## src/rtl/wt_dcache_ctrl_mp.sv

```systemverilog
// Multi-port write-through dcache read controller: round-robin arbitration of core read ports onto one
// cache read port and one miss-unit port. Optional perf counters when WT_DCACHE_CTRL_PERF_EN is defined.
package wt_dcache_ctrl_mp_pkg;
  localparam int unsigned PLEN                = 32;
  localparam int unsigned DCACHE_SET_ASSOC    = 4;
  localparam int unsigned DCACHE_OFFSET_WIDTH = 4;
  localparam int unsigned DCACHE_INDEX_WIDTH  = 12;
  localparam int unsigned DCACHE_TAG_WIDTH    = PLEN - DCACHE_INDEX_WIDTH;
  localparam int unsigned DCACHE_CL_IDX_WIDTH = DCACHE_INDEX_WIDTH - DCACHE_OFFSET_WIDTH;
  localparam int unsigned CACHE_ID_WIDTH      = 2;

  typedef logic [3:0] dcs_data_t;

  typedef struct packed {
    logic [DCACHE_INDEX_WIDTH-1:0] address_index;
    logic [DCACHE_TAG_WIDTH-1:0]   address_tag;
    logic [1:0]                    data_size;
    logic                          data_req;
    logic                          kill_req;
    logic                          tag_valid;
    dcs_data_t                     dcs_data;
  } dcache_req_i_t;

  typedef struct packed {
    logic        data_gnt;
    logic        data_rvalid;
    logic [63:0] data_rdata;
  } dcache_req_o_t;
endpackage

module wt_dcache_ctrl_mp
  import wt_dcache_ctrl_mp_pkg::*;
#(
  parameter int unsigned               NumPorts   = 3,
  parameter logic [CACHE_ID_WIDTH-1:0] RdTxId     = CACHE_ID_WIDTH'(1),
  parameter logic [PLEN-1:0]           CachedBase = 32'h8000_0000,
  parameter logic [PLEN-1:0]           CachedSize = 32'h4000_0000
`ifdef WT_DCACHE_CTRL_PERF_EN
  , parameter int unsigned             CntWidth   = 32
`endif
) (
  input  logic                           clk_i,
  input  logic                           rst_ni,
  input  logic                           cache_en_i,
  input  dcache_req_i_t                  req_ports_i [NumPorts],
  output dcache_req_o_t                  req_ports_o [NumPorts],
  output logic                           miss_req_o,
  input  logic                           miss_ack_i,
  input  logic                           miss_replay_i,
  input  logic                           miss_rtrn_vld_i,
  output logic                           miss_we_o,
  output logic [63:0]                    miss_wdata_o,
  output logic [DCACHE_SET_ASSOC-1:0]    miss_vld_bits_o,
  output logic [PLEN-1:0]                miss_paddr_o,
  output logic                           miss_nc_o,
  output logic [2:0]                     miss_size_o,
  output logic [CACHE_ID_WIDTH-1:0]      miss_id_o,
  output dcs_data_t                      miss_dcs_data_o,
  input  logic                           wr_cl_vld_i,
  output logic [DCACHE_TAG_WIDTH-1:0]    rd_tag_o,
  output logic [DCACHE_CL_IDX_WIDTH-1:0] rd_idx_o,
  output logic [DCACHE_OFFSET_WIDTH-1:0] rd_off_o,
  output logic                           rd_req_o,
  output logic                           rd_tag_only_o,
  input  logic                           rd_ack_i,
  input  logic [63:0]                    rd_data_i,
  input  logic [DCACHE_SET_ASSOC-1:0]    rd_vld_bits_i,
  input  logic [DCACHE_SET_ASSOC-1:0]    rd_hit_oh_i
`ifdef WT_DCACHE_CTRL_PERF_EN
  , output logic [CntWidth-1:0]          hit_cnt_o,
  output logic [CntWidth-1:0]            miss_cnt_o
`endif
);
  localparam int unsigned PortW = (NumPorts > 1) ? $clog2(NumPorts) : 1;
  localparam logic [PortW-1:0] LastPort = PortW'(NumPorts - 1);

  typedef enum logic [2:0] {
    IDLE, READ, MISS_REQ, MISS_WAIT, REPLAY_REQ, REPLAY_READ, KILL_MISS_ACK, KILL_MISS
  } state_e;

  state_e                         state_q, state_d;
  logic [PortW-1:0]               owner_q, rr_q, winner;
  logic [DCACHE_TAG_WIDTH-1:0]    tag_q, tag_d;
  logic [DCACHE_CL_IDX_WIDTH-1:0] idx_q;
  logic [DCACHE_OFFSET_WIDTH-1:0] off_q;
  logic [1:0]                     size_q;
  dcs_data_t                      dcs_q;
  logic [DCACHE_SET_ASSOC-1:0]    vld_q;
  logic                           rd_req_q, rd_ack_q;
  logic                           any_req, arb_en, gnt, rvalid, hit, rd_req, miss_req, miss_issue;
  logic [PLEN-1:0]                paddr;
  dcache_req_i_t                  owner_req, winner_req;

  assign owner_req  = req_ports_i[owner_q];
  assign winner_req = req_ports_i[winner];

  // Rotating priority: scan from rr_q upward with wrap-around.
  always_comb begin
    int unsigned p;
    any_req = 1'b0;
    winner  = '0;
    p       = 0;
    for (int unsigned k = 0; k < NumPorts; k++) begin
      p = 32'(rr_q) + k;
      if (p >= NumPorts) p = p - NumPorts;
      if (!any_req && req_ports_i[p].data_req) begin
        any_req = 1'b1;
        winner  = PortW'(p);
      end
    end
  end

  always_comb begin
    state_d    = state_q;
    arb_en     = 1'b0;
    gnt        = 1'b0;
    rvalid     = 1'b0;
    hit        = 1'b0;
    rd_req     = 1'b0;
    miss_req   = 1'b0;
    miss_issue = 1'b0;
    case (state_q)
      IDLE: arb_en = 1'b1;
      READ, REPLAY_READ: begin
        rd_req = 1'b1;
        if (owner_req.kill_req) begin
          rvalid  = 1'b1;
          state_d = IDLE;
        end else if (owner_req.tag_valid || state_q == REPLAY_READ) begin
          if (wr_cl_vld_i || !rd_ack_q) begin
            state_d = REPLAY_REQ;
          end else if ((|rd_hit_oh_i) && cache_en_i) begin
            rvalid  = 1'b1;
            hit     = 1'b1;
            arb_en  = 1'b1;
            state_d = IDLE;
          end else begin
            state_d = MISS_REQ;
          end
        end
      end
      MISS_REQ: begin
        miss_req = 1'b1;
        if (owner_req.kill_req) begin
          rvalid  = 1'b1;
          state_d = miss_ack_i ? KILL_MISS : KILL_MISS_ACK;
        end else if (miss_replay_i) begin
          state_d = REPLAY_REQ;
        end else if (miss_ack_i) begin
          state_d    = MISS_WAIT;
          miss_issue = 1'b1;
        end
      end
      MISS_WAIT: begin
        if (owner_req.kill_req) begin
          rvalid  = 1'b1;
          state_d = miss_rtrn_vld_i ? IDLE : KILL_MISS;
        end else if (miss_rtrn_vld_i) begin
          rvalid  = 1'b1;
          state_d = IDLE;
        end
      end
      REPLAY_REQ: begin
        rd_req = 1'b1;
        if (owner_req.kill_req) begin
          rvalid  = 1'b1;
          state_d = IDLE;
        end else if (rd_ack_i) begin
          state_d = REPLAY_READ;
        end
      end
      KILL_MISS_ACK: begin
        miss_req = 1'b1;
        if (miss_replay_i)   state_d = IDLE;
        else if (miss_ack_i) state_d = KILL_MISS;
      end
      KILL_MISS: if (miss_rtrn_vld_i) state_d = IDLE;
      default: state_d = IDLE;
    endcase
    // A hit completion frees the read port in the same cycle for the next grant.
    if (arb_en && any_req) begin
      rd_req = 1'b1;
      if (rd_ack_i) begin
        gnt     = 1'b1;
        state_d = READ;
      end
    end
  end

  assign tag_d = (state_q == READ && owner_req.tag_valid) ? owner_req.address_tag : tag_q;

  always_ff @(posedge clk_i) begin
    if (!rst_ni) begin
      state_q  <= IDLE;
      owner_q  <= '0;
      rr_q     <= '0;
      tag_q    <= '0;
      idx_q    <= '0;
      off_q    <= '0;
      size_q   <= '0;
      dcs_q    <= '0;
      vld_q    <= '0;
      rd_req_q <= 1'b0;
      rd_ack_q <= 1'b0;
    end else begin
      state_q  <= state_d;
      tag_q    <= tag_d;
      rd_req_q <= rd_req;
      rd_ack_q <= rd_ack_i;
      if (rd_req_q) vld_q <= rd_vld_bits_i;
      if (gnt) begin
        owner_q <= winner;
        rr_q    <= (winner == LastPort) ? '0 : winner + PortW'(1);
        idx_q   <= winner_req.address_index[DCACHE_INDEX_WIDTH-1:DCACHE_OFFSET_WIDTH];
        off_q   <= winner_req.address_index[DCACHE_OFFSET_WIDTH-1:0];
        size_q  <= winner_req.data_size;
        dcs_q   <= winner_req.dcs_data;
      end
    end
  end

  for (genvar gi = 0; gi < NumPorts; gi++) begin : g_port
    assign req_ports_o[gi] = '{
      data_gnt:    rst_ni && gnt && (winner == PortW'(gi)),
      data_rvalid: rst_ni && rvalid && (owner_q == PortW'(gi)),
      data_rdata:  rd_data_i
    };
  end

  assign rd_req_o        = rst_ni && rd_req;
  assign rd_tag_only_o   = 1'b0;
  assign rd_tag_o        = tag_d;
  assign rd_idx_o        = (arb_en && any_req) ?
                           winner_req.address_index[DCACHE_INDEX_WIDTH-1:DCACHE_OFFSET_WIDTH] : idx_q;
  assign rd_off_o        = (arb_en && any_req) ?
                           winner_req.address_index[DCACHE_OFFSET_WIDTH-1:0] : off_q;

  assign paddr           = {tag_q, idx_q, off_q};
  assign miss_req_o      = rst_ni && miss_req;
  assign miss_we_o       = 1'b0;
  assign miss_wdata_o    = '0;
  assign miss_vld_bits_o = vld_q;
  assign miss_paddr_o    = paddr;
  assign miss_nc_o       = !cache_en_i || !((paddr >= CachedBase) && ((paddr - CachedBase) < CachedSize));
  assign miss_size_o     = miss_nc_o ? {1'b0, size_q} : 3'b111;
  assign miss_id_o       = RdTxId;
  assign miss_dcs_data_o = dcs_q;

`ifdef WT_DCACHE_CTRL_PERF_EN
  logic [CntWidth-1:0] hit_cnt_q, miss_cnt_q;

  always_ff @(posedge clk_i) begin
    if (!rst_ni) begin
      hit_cnt_q  <= '0;
      miss_cnt_q <= '0;
    end else begin
      if (hit && !(&hit_cnt_q))         hit_cnt_q  <= hit_cnt_q + CntWidth'(1);
      if (miss_issue && !(&miss_cnt_q)) miss_cnt_q <= miss_cnt_q + CntWidth'(1);
    end
  end

  assign hit_cnt_o  = hit_cnt_q;
  assign miss_cnt_o = miss_cnt_q;
`else
  logic unused_perf;
  assign unused_perf = hit ^ miss_issue;
`endif
endmodule

```

## config.mk

```make
export PLATFORM = sky130hd
export DESIGN_NAME = wt_dcache_ctrl_mp
export DESIGN_NICKNAME = d
export VERILOG_FILES = /design/src/rtl/wt_dcache_ctrl_mp.sv
export SDC_FILE = /design/constraint.sdc
export NUM_CORES = 1
export LEC_CHECK = 0
export BUFFER_PORTS_ARGS = -buffer_cell sky130_fd_sc_hd__buf_4
export CAP_MARGIN = 40
export CORE_AREA = 8 8 206 208
export DETAILED_ROUTE_END_ITERATION = 7
export DIE_AREA = 0 0 214 216
export MAX_ROUTING_LAYER = met4
export SYNTH_ARGS = -nofsm -noshare
export SYNTH_HDL_FRONTEND = slang
export SYNTH_SLANG_ARGS = --single-unit
```

## constraint.sdc

```tcl
create_clock -name clk_i -period 2.16 [get_ports clk_i]
set_clock_uncertainty 0.05 [all_clocks]
set_input_delay 0.108 -clock clk_i [delete_from_list [all_inputs] [get_ports clk_i]]
set_output_delay 0.108 -clock clk_i [all_outputs]
set_load 0.01 [all_outputs]
```

==> out/summary.json, run 1 <==
{
  "insertion_delay_to_the_later_sink_of_the_worst_skew_pair": {"value": 0.33, "unit": "ns"},
  "grt.overflow.total": {"value": 0},
  "period_minus_slack": {"value": 2.62, "unit": "ns"},
  "worst_setup_hold_path_clk_slew": {"value": 0.08, "unit": "ns"},
  "die_width": {"value": 214, "unit": "um"},
  "min_delay_path_depth": {"value": 3},
  "buffer_ports.inserted": {"value": 222},
  "synthAdderAreaFrac": {"value": 0.00612},
  "pin_count_of_the_biggest_net_entering_global_routing": {"value": 43},
  "wl_per_cell": {"value": 19.2, "unit": "um"},
  "commonest_cells_after_routing_fill_and_taps_aside": {"value": "sky130_fd_sc_hd__buf_4, sky130_fd_sc_hd__conb_1, sky130_fd_sc_hd__mux2i_1"},
  "worst-path-max-fanout": {"value": 6},
  "synth_top_family_by_area": {"value": "buffers and inverters"},
  "synth_flop_cell": {"value": "sky130_fd_sc_hd__dfxtp_1"},
  "timing.hold.ws": {"value": 0.0662, "unit": "ns"},
  "cts_made_buffers": {"value": 5},
  "placed_area": {"value": 6820, "unit": "um2"},
  "rr_startpoint": {"value": "rr_q[0]$_SDFFE_PN0P_"},
  "wirelength": {"value": 25800, "unit": "um"},
  "grt_pass1_vias": {"value": 5469},
  "peakVddDrop": {"value": 0.320, "unit": "mV"},
  "leakagePower": {"value": 3.75, "unit": "nW"},
  "layout_commonest_cell": {"value": "sky130_fd_sc_hd__buf_4"},
  "hold_class": {"value": "primary input to flip-flop"},
  "power_density": {"value": 599, "unit": "nW/um2"},
  "min_from": {"value": "rd_ack_i"},
  "crit_arrival": {"value": 2.46, "unit": "ns"},
  "worst_r2r_path_depth": {"value": 10},
  "die_h": {"value": 216, "unit": "um"},
  "slew_at_the_pin_closest_to_its_max_slew_limit": {"value": 0.563, "unit": "ns"},
  "critPathRequiredTime": {"value": 2.00, "unit": "ns"},
  "setup_viol_count_final": {"value": 57},
  "path_cells": {"value": "buf_6 -> ha_4 -> or3b_4 -> o31a_4 -> buf_12 -> a2111oi_4 -> nor3_1 -> mux2i_1 -> buf_4"},
  "f_max": {"value": 381, "unit": "MHz"},
  "timing.max_cap.violations": {"value": 0},
  "n_antenna_cell": {"value": 0},
  "critical_path_class": {"value": "flip-flop to output port"},
  "synth_area_leader_cell": {"value": "sky130_fd_sc_hd__buf_4"},
  "area_of_the_placeable_core": {"value": 39200, "unit": "um2"},
  "post_route_cells_drive_above_1_share": {"value": 0.527},
  "ys_seq_elements": {"value": 51},
  "netlist-cell-type-count": {"value": 53},
  "worst_slack": {"value": -0.462, "unit": "ns"},
  "tritoncts_num_sinks": {"value": 51},
  "top_level_ports": {"value": 547},
  "simple_gate_share_of_the_synthesized_area": {"value": 0.125},
  "area.growth.synth_to_final": {"value": 46.1, "unit": "%"},
  "crit_path_start_kind": {"value": "flip-flop"},
  "worst_setup_ep_type": {"value": "output port"},
  "num_rows": {"value": 73},
  "cts_tree": {"value": "built"},
  "critical-path-top-delay-family": {"value": "simple AND/OR/NAND/NOR gates"},
  "postSynth.asyncResetShare": {"value": 0},
  "hpwl": {"value": 18900, "unit": "um"},
  "critical_path.max_stage_delay": {"value": 0.42, "unit": "ns"},
  "worst_r2r_endpoint": {"value": "miss_dcs_data_o[0]$_SDFFE_PN0P_"},
  "mappedNetlistArea": {"value": 5720, "unit": "um2"},
  "firstDrtPassIters": {"value": 4},
  "worst-r2r-setup-slack": {"value": -0.25, "unit": "ns"},
  "drt.antenna.violating_nets": {"value": 0},
  "worstHoldEndpoint": {"value": "rd_ack_q$_SDFF_PN0_"},
  "syn_area_per_cell": {"value": 8.02, "unit": "um2"},
  "status": {"value": "complete, but fails checks"},
  "max-slew-margin-rel": {"value": 0.623},
  "synth_compound_area_frac": {"value": 0.148},
  "post-synth-top-area-fraction": {"value": 0.344},
  "n_fill_cell": {"value": 4309},
  "finalSetupTns": {"value": -10.87, "unit": "ns"},
  "cts-root-buf": {"value": "sky130_fd_sc_hd__clkbuf_16"},
  "detail_route.iter0.violations": {"value": 103},
  "critical_path.slowest_cell": {"value": "sky130_fd_sc_hd__or3b_4"},
  "gp_routability_congestion": {"value": 0.845},
  "first_pass_grt_wire_length": {"value": 36400, "unit": "um"},
  "grt_antenna_before_repair": {"value": 0},
  "cts.htree.levels": {"value": 2},
  "synth.yosys.seq_area_share": {"value": 0.178},
  "timing.final.max_slew_violations": {"value": 0},
  "cell_area_after_layout": {"value": 8360, "unit": "um2"},
  "final_nets": {"value": 1025},
  "cts.path.max_buffers": {"value": 2},
  "cp.buffers_inverters": {"value": 3},
  "synth_xor_xnor_area_share": {"value": 0},
  "detailroute.via_count": {"value": 5044},
  "gr-usage-all-layers": {"value": 0.108},
  "die_area": {"value": 46200, "unit": "um2"},
  "post-route-period-util": {"value": 1.21},
  "synthCells": {"value": 714},
  "post_layout_util": {"value": 0.213},
  "fin_total_pwr": {"value": 5.01, "unit": "mW"},
  "failed_checks": {"value": "setup timing"},
  "final-hold-violation-count": {"value": 0},
  "post_synth_main_area_contributors": {"value": "sky130_fd_sc_hd__buf_4, sky130_fd_sc_hd__dfxtp_1, sky130_fd_sc_hd__mux2i_1, sky130_fd_sc_hd__mux2_2, sky130_fd_sc_hd__nand2_1"},
  "rsz_0062_raised_after_global_routing": {"value": "yes"},
  "synth-edff-count": {"value": 0},
  "synthMuxAreaShare": {"value": 0.143},
  "start_util": {"value": 0.146},
  "post_drt_via_cell_ratio": {"value": 3.75},
  "synth_warnings": {"value": 0},
  "residual_drc_count": {"value": 0}
}
[Yosys cell counts, types with 3 or more instances]
library cell,count
sky130_fd_sc_hd__nor2_1,5
sky130_fd_sc_hd__mux2_2,20
sky130_fd_sc_hd__and3_1,20
sky130_fd_sc_hd__clkbuf_1,24
sky130_fd_sc_hd__nand2b_1,3
sky130_fd_sc_hd__buf_6,5
sky130_fd_sc_hd__o21ai_0,23
sky130_fd_sc_hd__mux2i_1,59
sky130_fd_sc_hd__a21boi_0,16
sky130_fd_sc_hd__o211a_1,3
sky130_fd_sc_hd__a2111oi_0,10
sky130_fd_sc_hd__nor3b_1,3
sky130_fd_sc_hd__dfxtp_1,51
sky130_fd_sc_hd__a2111oi_2,6
sky130_fd_sc_hd__o211ai_1,3
sky130_fd_sc_hd__buf_4,262
sky130_fd_sc_hd__and2_1,21
sky130_fd_sc_hd__nand3_1,3
sky130_fd_sc_hd__buf_2,6
sky130_fd_sc_hd__nand3b_1,4
sky130_fd_sc_hd__o31ai_1,18
sky130_fd_sc_hd__nor2b_1,7
sky130_fd_sc_hd__nor3_1,17
sky130_fd_sc_hd__inv_1,36
sky130_fd_sc_hd__nand2_1,50
[tightest hold or removal path: cells and delay by family]
kind          cells  cell delay, ns
buf+inv           2            0.18
simple gates      1            0.12
[metrics by stage]
stage | std cells | setup slack, ns
6_report | 1346 | -0.462
5_1_grt | 1346 | -0.586
4_1_cts | 1331 | -0.462
3_5_place_dp | 1286 | -0.186
3_3_place_gp | 1286 | -0.184
2_1_floorplan | 780 | 0.0221
[routing by layer]
| metal | share of wire | global-route usage | up-vias |
|---|---|---|---|
| li1 | - | - | 2295 |
| met1 | 0.36 | 0.102 | 2284 |
| met2 | 0.50 | 0.189 | 389 |
| met3 | 0.086 | 0.0436 | 76 |
| met4 | 0.052 | 0.0545 | 0 |
| met5 | 0 | - | - |
[flip-flops by register name, indices dropped and copies added, names as in the netlist]
register         cells
tag_q               20
rr_q                 2
miss_vld_bits_o      4
size_q               2
idx_q                8
miss_dcs_data_o      4
rd_ack_q             1
rd_req_q             1
off_q                4
state_q              3
owner_q              2
[cell type report]
| type | count | area, um2 | area share |
|---|---|---|---|
| Tap cell | 525 | 657 | 0.0785 |
| Timing Repair Buffer | 330 | 2990 | 0.358 |
| Clock inverter | 2 | 60.1 | 0.00718 |
| Inverter | 36 | 135 | 0.0162 |
| Multi-Input combinational cell | 396 | 3360 | 0.402 |
| Sequential cell | 51 | 1030 | 0.123 |
| Clock buffer | 6 | 129 | 0.0154 |
[kinds of logic (layout without fill, tap and decap cells)]
| logic type | count (synthesis) | in the layout |
|---|---|---|
| AO/OA/AOI/OAI | 108 | 109 |
| adder cells (fa/ha/maj) | 3 | 3 |
| buffers and inverters | 334 | 374 |
| flip-flops | 51 | 51 |
| multiplexers | 79 | 79 |
| other | 2 | 68 |
| AND/OR/NAND/NOR | 137 | 137 |
[where the power goes]
| part | internal [mW] | switching, mW | total (mW) |
|---|---|---|---|
| clock | 0.668 | 0.448 | 1.12 |
| sequential | 1.03 | 0.0725 | 1.10 |
| combinational | 1.50 | 1.28 | 2.79 |
| total | 3.20 | 1.80 | 5.01 |
[worst max path at each step]
| stage | start | end | slack (ns) | depth (start not counted) |
|---|---|---|---|---|
| finish | rr_q[0]$_SDFFE_PN0P_ | rd_off_o[0] | -0.46 | 9 |
| CTS | rr_q[0]$_SDFFE_PN0P_ | rd_off_o[1] | -0.46 | 9 |
| detailed placement | rr_q[0]$_SDFFE_PN0P_ | miss_dcs_data_o[3]$_SDFFE_PN0P_ | -0.19 | 8 |
| global route | rr_q[0]$_SDFFE_PN0P_ | rd_off_o[0] | -0.59 | 9 |
| global placement | rr_q[0]$_SDFFE_PN0P_ | miss_dcs_data_o[3]$_SDFFE_PN0P_ | -0.18 | 8 |
| floorplan | rr_q[1]$_SDFFE_PN0P_ | rd_idx_o[5] | 0.02 | 9 |
[timing repair]
item | 4_1_cts | 5_1_grt
gates cloned | 9 | 2
setup buffers | 27 | 21
endpoints found under the setup margin | 61 | 61
gates resized for setup | 129 | 50
endpoints found under the hold margin | 4 | 0
hold buffers | 4 | 0
pin swaps | 33 | 13
(Power assumes the default switching activity.)
==> run 2, diff against run 1 <==
Settings changed: CORE_AREA 8 8 206 208 to 2 2 212 214, PLACE_DENSITY set to 0.45.
==> run 2 against run 1 <==
Effect of this change:
- the run still ends with setup timing left
- critical path type unchanged
- sequential share of layout area hardly changed
- first-iteration DRC count is 38% higher
- critical path depth stayed put
==> out/summary.json, run 2 (synthesis gave the netlist of run 1 again) <==
{
  "status": {"value": "complete, but fails checks"},
  "failed_checks": {"value": "setup timing"},
  "setup_viol_count_final": {"value": 60, "change": "+5.3%"},
  "worst_case_setup_slack_after_placement": {"value": -0.349, "unit": "ns", "change": "-0.163 ns"},
  "slew_at_the_pin_closest_to_its_max_slew_limit": {"value": 0.507, "unit": "ns", "change": "-0.0562 ns"},
  "wirelength_met1": {"value": 8540, "unit": "um", "change": "-7.7%"},
  "drt.antenna.violating_nets": {"value": 0, "change": "unchanged"},
  "timing.hold.ws": {"value": 0.113, "unit": "ns", "change": "+0.0464 ns"},
  "start_util": {"value": 0.131, "change": "-0.0155"},
  "hold_class": {"value": "primary input to flip-flop"},
  "timing.max_cap.violations": {"value": 0, "change": "unchanged"},
  "gr-usage-all-layers": {"value": 0.0993, "change": "-0.00869"},
  "die_width": {"value": 214, "unit": "um", "change": "unchanged"},
  "area_of_the_placeable_core": {"value": 43800, "unit": "um2", "change": "+12%"},
  "firstDrtPassIters": {"value": 4, "change": "unchanged"},
  "worst_slack": {"value": -0.528, "unit": "ns", "change": "-0.0658 ns"},
  "detail_route.iter0.violations": {"value": 142, "change": "+38%"},
  "cts.htree.levels": {"value": 2, "change": "unchanged"},
  "post_layout_util": {"value": 0.192, "change": "-0.0218"},
  "worst_setup_hold_path_clk_slew": {"value": 0.09, "unit": "ns", "change": "about the same"},
  "die_h": {"value": 216, "unit": "um", "change": "unchanged"},
  "peakVddDrop": {"value": 0.252, "unit": "mV", "change": "-21%"},
  "leakagePower": {"value": 3.72, "unit": "nW", "change": "-0.83%"},
  "n_fill_cell": {"value": 4908, "change": "+14%"},
  "crit_arrival": {"value": 2.53, "unit": "ns", "change": "+0.07 ns"},
  "grt.overflow.total": {"value": 0, "change": "unchanged"},
  "die_area": {"value": 46200, "unit": "um2", "change": "unchanged"},
  "wirelength": {"value": 23100, "unit": "um", "change": "-10%"},
  "f_max": {"value": 372, "unit": "MHz", "change": "-2.4%"},
  "timing.final.max_slew_violations": {"value": 0, "change": "unchanged"},
  "tritoncts_num_sinks": {"value": 51, "change": "unchanged"},
  "num_rows": {"value": 77, "change": "+5.5%"},
  "dr.max_layer_used": {"value": "met4"},
  "post_route_cells_drive_above_1_share": {"value": 0.529, "change": "+0.00136"},
  "gp_routability_congestion": {"value": 0.910, "change": "+7.7%"},
  "insertion_delay_to_the_later_sink_of_the_worst_skew_pair": {"value": 0.33, "unit": "ns", "change": "about the same"},
  "layout_commonest_cell": {"value": "sky130_fd_sc_hd__buf_4"},
  "pin_count_of_the_biggest_net_entering_global_routing": {"value": 31, "change": "-28%"},
  "cts_tree": {"value": "built"},
  "post-route-period-util": {"value": 1.24, "change": "+0.0305"},
  "met2_wl": {"value": 11300, "unit": "um", "change": "-13%"},
  "final_nets": {"value": 1021, "change": "-0.39%"},
  "worst-path-max-fanout": {"value": 5, "change": "-1"},
  "post_drt_via_cell_ratio": {"value": 3.48, "change": "-7.2%"},
  "max_flop_register": {"value": "tag_q"},
  "cts_made_buffers": {"value": 5, "change": "unchanged"},
  "detailroute.via_count": {"value": 4901, "change": "-2.8%"},
  "wl_per_cell": {"value": 16.4, "unit": "um", "change": "-14%"},
  "n_antenna_cell": {"value": 0, "change": "unchanged"},
  "reg_top3": {"value": "tag_q: 20 flops, idx_q: 8 flops"},
  "fin_total_pwr": {"value": 4.85, "unit": "mW", "change": "-3.1%"},
  "final-hold-violation-count": {"value": 0, "change": "unchanged"},
  "rsz_0062_raised_after_global_routing": {"value": "yes"},
  "first_pass_grt_wire_length": {"value": 32600, "unit": "um", "change": "-10%"},
  "area.growth.synth_to_final": {"value": 46.8, "unit": "%"},
  "critPathRequiredTime": {"value": 2.00, "unit": "ns", "change": "about the same"},
  "max_reg_flops": {"value": 20, "change": "unchanged"},
  "max-slew-margin-rel": {"value": 0.661, "change": "+0.0381"},
  "hpwl": {"value": 17400, "unit": "um", "change": "-7.9%"},
  "cts-root-buf": {"value": "sky130_fd_sc_hd__clkbuf_16"},
  "cts.path.max_buffers": {"value": 2, "change": "unchanged"},
  "critical_path_class": {"value": "flip-flop to output port"},
  "power_density": {"value": 578, "unit": "nW/um2", "change": "-3.5%"},
  "period_minus_slack": {"value": 2.69, "unit": "ns", "change": "+0.0658 ns"},
  "met3_wirelength": {"value": 1900, "unit": "um", "change": "-14%"},
  "grt_antenna_before_repair": {"value": 0, "change": "unchanged"},
  "buffer_ports.inserted": {"value": 222, "change": "unchanged"},
  "worst_setup_ep_type": {"value": "output port"},
  "top_level_ports": {"value": 547, "change": "unchanged"},
  "residual_drc_count": {"value": 0, "change": "unchanged"},
  "commonest_cells_after_routing_fill_and_taps_aside": {"value": "sky130_fd_sc_hd__buf_4, sky130_fd_sc_hd__conb_1, sky130_fd_sc_hd__mux2i_1"},
  "grt_pass1_vias": {"value": 5022, "change": "-8.2%"},
  "crit_path_start_kind": {"value": "flip-flop"}
}
## run 2: cell count changes in the layout (fill, tap and decap cells not counted), sizes merged
| cell | before | now |
|---|---|---|
| buf | 324 | 320 |
| bufinv | 2 | 0 |
| clkinvlp | 0 | 1 |
| clkinv | 0 | 1 |
| clkbuf | 8 | 7 |
| dlygate4sd3 | 4 | 5 |
## run 2: worst paths after layout
kind	startpoint	end	slack (ns)	cells past startpoint
setup reg to reg	rr_q[0]$_SDFFE_PN0P_	off_q[3]$_SDFFE_PN0P_	-0.27	10
setup / recovery	rr_q[0]$_SDFFE_PN0P_	rd_off_o[3]	-0.53	9
hold reg to reg	miss_dcs_data_o[0]$_SDFFE_PN0P_	miss_dcs_data_o[0]$_SDFFE_PN0P_	0.42	2
hold / removal	rst_ni	state_q[0]$_SDFF_PN0_	0.11	2
## run 2: repair_timing
| item | CTS | global route |
|---|---|---|
| setup endpoints to repair | 64 | 66 |
| resized for setup | 110 | 77 |
| pin swaps | 23 | 23 |
| cloned | 8 | 0 |
| setup buffers | 23 | 18 |
| hold buffers | 5 | 0 |
| endpoints found under the hold margin | 5 | 0 |
## run 2: layout make-up
| class | count | area [um2] | share of cell area |
|---|---|---|---|
| multi-input cells | 396 | 3400 | 0.405 |
| repair buffers | 326 | 2950 | 0.351 |
| flip-flops and latches | 51 | 1030 | 0.123 |
| well taps | 592 | 741 | 0.0882 |
| inverters | 36 | 135 | 0.0161 |
| clock buffers | 6 | 129 | 0.0153 |
| clock inverters | 2 | 12.5 | 0.00149 |
## run 2: through the flow
step	instance area, um2	std cells	TNS, ns
CTS	8040	1396	-13.56
floorplan	6070	780	0
global placement	6910	1354	-4.07
global route	8400	1409	-18.51
finish	8400	1409	-12.19
detailed placement	6910	1354	-5.26
## run 2: per-layer routing
layer | up-vias | global-route usage
li1 | 2288 | -
met1 | 2240 | 0.0983
met2 | 300 | 0.169
met3 | 73 | 0.0338
met4 | 0 | 0.0611
met5 | - | -
## run 2: report_power, final
group | internal (mW) | total (mW) | leakage (nW) | switching, mW
clock network | 0.432 | 0.902 | 0.0669 | 0.470
registers | 1.03 | 1.12 | 0.419 | 0.0842
logic | 1.57 | 2.83 | 3.23 | 1.27
total | 3.03 | 4.85 | 3.72 | 1.82
## run 2: worst max-delay path, stage by stage (launching register included)
cell	delay (ns)
sky130_fd_sc_hd__dfxtp_4	0.38
sky130_fd_sc_hd__inv_2	0.05
sky130_fd_sc_hd__ha_4	0.21
sky130_fd_sc_hd__or3b_4	0.38
sky130_fd_sc_hd__o31a_4	0.18
sky130_fd_sc_hd__buf_4	0.17
sky130_fd_sc_hd__a2111oi_4	0.44
sky130_fd_sc_hd__nor3_4	0.09
sky130_fd_sc_hd__mux2i_4	0.17
sky130_fd_sc_hd__buf_6	0.13
==> run 3, diff against run 2 <==
Settings changed: CORE_AREA 2 2 212 214 to 2 2 215 217, CTS_BUF_LIST set to sky130_fd_sc_hd__clkbuf_8, DIE_AREA 0 0 214 216 to 0 0 217 219.
==> run 3 against run 2 <==
Effect of this change:
- the run still ends with setup timing left
- total power is 5.8% lower
- combinational power down 7%
- first-iteration DRC count is 35% lower
- global-route usage fell by 0.20 points
- register-to-register slack improved by 0.11 ns
- sequential power barely moved
- final cell count grew 0.43%
- worst setup slack got worse by 0.0030 ns
- critical path depth up 2
==> out/summary.json, run 3 (synthesis gave the netlist of run 1 again) <==
{
  "min_from": {"value": "rst_ni"},
  "failed_checks": {"value": "setup timing"},
  "status": {"value": "complete, but fails checks"},
  "gr-usage-all-layers": {"value": 0.0973, "change": "-0.00200"},
  "post_drt_via_cell_ratio": {"value": 3.41, "change": "-1.9%"},
  "buffer_ports.inserted": {"value": 222, "change": "unchanged"},
  "seq_power_share": {"value": 0.244, "change": "+0.014"},
  "die_area": {"value": 47500, "unit": "um2", "change": "+2.8%"},
  "commonest_cells_after_routing_fill_and_taps_aside": {"value": "sky130_fd_sc_hd__buf_4, sky130_fd_sc_hd__conb_1, sky130_fd_sc_hd__mux2i_1"},
  "detailroute.via_count": {"value": 4830, "change": "-1.4%"},
  "fin_total_pwr": {"value": 4.57, "unit": "mW", "change": "-5.8%"},
  "top_level_ports": {"value": 547, "change": "unchanged"},
  "residual_drc_count": {"value": 0, "change": "unchanged"},
  "timing.max_cap.violations": {"value": 0, "change": "unchanged"},
  "intPower": {"value": 2.83, "unit": "mW", "change": "-6.6%"},
  "crit_path_start": {"value": "rr_q[0]$_SDFFE_PN0P_"},
  "wirelength": {"value": 23400, "unit": "um", "change": "+1.3%"},
  "tritoncts_num_sinks": {"value": 51, "change": "unchanged"},
  "firstDrtPassIters": {"value": 4, "change": "unchanged"},
  "insertion_delay_to_the_later_sink_of_the_worst_skew_pair": {"value": 0.38, "unit": "ns", "change": "+0.05 ns"},
  "critical_path_class": {"value": "flip-flop to output port"},
  "worst-path-max-fanout": {"value": 9, "change": "+4"},
  "grt_antenna_before_repair": {"value": 1, "change": "+1"},
  "final-hold-violation-count": {"value": 0, "change": "unchanged"},
  "worst_case_setup_slack_after_placement": {"value": -0.680, "unit": "ns", "change": "-0.331 ns"},
  "final_nets": {"value": 1018, "change": "-0.29%"},
  "start_util": {"value": 0.127, "change": "-0.00363"},
  "crit_arrival": {"value": 2.53, "unit": "ns", "change": "about the same"},
  "rr_startpoint": {"value": "rr_q[0]$_SDFFE_PN0P_"},
  "hold_class": {"value": "primary input to flip-flop"},
  "cts-root-buf": {"value": "sky130_fd_sc_hd__clkbuf_8"},
  "layout_commonest_cell": {"value": "sky130_fd_sc_hd__buf_4"},
  "reg_top3": {"value": "tag_q: 20 flops, idx_q: 8 flops"},
  "worst_setup_ep_type": {"value": "output port"},
  "post_route_cells_drive_above_1_share": {"value": 0.514, "change": "-0.0153"},
  "area.growth.synth_to_final": {"value": 43.2, "unit": "%"},
  "crit_path_start_kind": {"value": "flip-flop"},
  "swShare": {"value": 0.381, "change": "+0.00552"},
  "period_minus_slack": {"value": 2.69, "unit": "ns", "change": "+0.00299 ns"},
  "post-route-period-util": {"value": 1.25, "change": "+0.00138"},
  "gp_routability_congestion": {"value": 0.736, "change": "-19%"},
  "grt_pass1_vias": {"value": 4916, "change": "-2.1%"},
  "rsz_0062_raised_after_global_routing": {"value": "yes"},
  "hpwl": {"value": 17500, "unit": "um", "change": "+0.72%"},
  "detail_route.iter0.violations": {"value": 92, "change": "-35%"},
  "cts.htree.levels": {"value": 2, "change": "unchanged"},
  "part_of_the_total_power_dissipated_in_the_clock_network": {"value": 0.180, "change": "-0.006"},
  "first_pass_grt_wire_length": {"value": 32000, "unit": "um", "change": "-1.8%"},
  "max_reg_flops": {"value": 20, "change": "unchanged"},
  "die_h": {"value": 219, "unit": "um", "change": "+1.4%"},
  "cts_made_buffers": {"value": 5, "change": "unchanged"},
  "area_of_the_placeable_core": {"value": 45100, "unit": "um2", "change": "+2.9%"},
  "pin_count_of_the_biggest_net_entering_global_routing": {"value": 31, "change": "unchanged"},
  "cts.path.max_buffers": {"value": 2, "change": "unchanged"},
  "power_density": {"value": 558, "unit": "nW/um2", "change": "-3.4%"},
  "cts_tree": {"value": "built"},
  "peakVddDrop": {"value": 0.281, "unit": "mV", "change": "+11%"},
  "timing.final.max_slew_violations": {"value": 0, "change": "unchanged"},
  "timing.hold.ws": {"value": 0.0551, "unit": "ns", "change": "-0.0575 ns"},
  "wl_per_cell": {"value": 16.6, "unit": "um", "change": "+0.87%"},
  "f_max": {"value": 372, "unit": "MHz", "change": "-0.11%"},
  "drt.antenna.violating_nets": {"value": 0, "change": "unchanged"},
  "setup_viol_count_final": {"value": 53, "change": "-12%"},
  "worst_slack": {"value": -0.531, "unit": "ns", "change": "-0.00299 ns"},
  "grt.overflow.total": {"value": 0, "change": "unchanged"},
  "critPathRequiredTime": {"value": 2.00, "unit": "ns", "change": "about the same"},
  "n_fill_cell": {"value": 5105, "change": "+4.0%"},
  "relative_contribution_of_combinational_cells_to_total_power": {"value": 0.577, "change": "-0.007"},
  "leakagePower": {"value": 3.68, "unit": "nW", "change": "-1.1%"},
  "num_rows": {"value": 78, "change": "+1.3%"},
  "worst_setup_hold_path_clk_slew": {"value": 0.13, "unit": "ns", "change": "+0.04 ns"},
  "switching_component_of_the_power": {"value": 1.74, "unit": "mW", "change": "-4.4%"},
  "max_flop_register": {"value": "tag_q"},
  "die_width": {"value": 217, "unit": "um", "change": "+1.4%"}
}
## run 3: changes by cell type in the layout (fill, tap and decap cells not counted), sizes merged
cell / change
inv: +1
bufinv: +1
buf: -4
clkinv: -1
diode: +1
clkbuf: -1
bufbuf: +1
## run 3: metal layers
| layer | up-vias | track usage | routed length [um] | share of wire |
|---|---|---|---|---|
| met2 | 294 | 0.169 | 11700 | 0.50 |
| met3 | 73 | 0.0352 | 2190 | 0.093 |
| met4 | 0 | 0.0541 | 1150 | 0.049 |
| li1 | 2286 | - | - | - |
| met5 | - | - | 0 | 0 |
| met1 | 2177 | 0.0946 | 8350 | 0.36 |
## run 3: layout make-up
class	count	area, um2	area share
antenna	1	2.50	0.000305
clock buffer	5	68.8	0.00840
clock inverter	3	46.3	0.00565
inverter	36	135	0.0165
multi-input combinational	396	3250	0.397
sequential	51	1030	0.126
tap	600	751	0.0916
timing repair buffer	323	2910	0.355
## run 3: repair_timing
item,CTS,global route
hold buffers,5,0
resized for setup,100,58
pin swaps,24,12
cloned,6,1
hold endpoints to repair,5,0
setup buffers,22,18
setup endpoints to repair,64,63
## run 3: per-stage QoR
step                      cells  utilization  setup TNS (ns)  cell area [um2]
after floorplan             780            -               0             6070
after global placement     1363        0.154           -3.49             6930
after detailed placement   1363        0.154           -5.14             6930
after CTS                  1401        0.175          -14.85             7880
after global routing       1415        0.182          -20.33             8190
final                      1415        0.182          -13.09             8190
## run 3: final timing paths
kind / to / slack (ns) / depth (start not counted)
worst min-delay path: state_q[0]$_SDFF_PN0_ / 0.06 / 2
worst max register to register: size_q[0]$_SDFFE_PN0P_ / -0.16 / 10
worst max-delay path: rd_idx_o[5] / -0.53 / 11
worst min register to register: miss_dcs_data_o[1]$_SDFFE_PN0P_ / 0.42 / 2
## run 3: power by group through the flow
stage | logic (mW) | registers [mW] | clock network (mW)
after global placement | 1.99 | 1.13 | 0
after floorplan | 1.45 | 1.13 | 0
final | 2.64 | 1.11 | 0.821
after CTS | 2.53 | 1.12 | 0.906
after detailed placement | 2.00 | 1.13 | 0
after global routing | 2.83 | 1.13 | 0.916
## run 3: worst max-delay path: stages, from the launching register on
cell	delay, ns
sky130_fd_sc_hd__dfxtp_4	0.39
sky130_fd_sc_hd__inv_2	0.05
sky130_fd_sc_hd__ha_4	0.21
sky130_fd_sc_hd__buf_4	0.14
sky130_fd_sc_hd__nand2_1	0.12
sky130_fd_sc_hd__nand3_1	0.11
sky130_fd_sc_hd__buf_4	0.18
sky130_fd_sc_hd__buf_4	0.18
sky130_fd_sc_hd__a21boi_0	0.37
sky130_fd_sc_hd__nor3_2	0.10
sky130_fd_sc_hd__mux2i_1	0.15
sky130_fd_sc_hd__buf_4	0.14
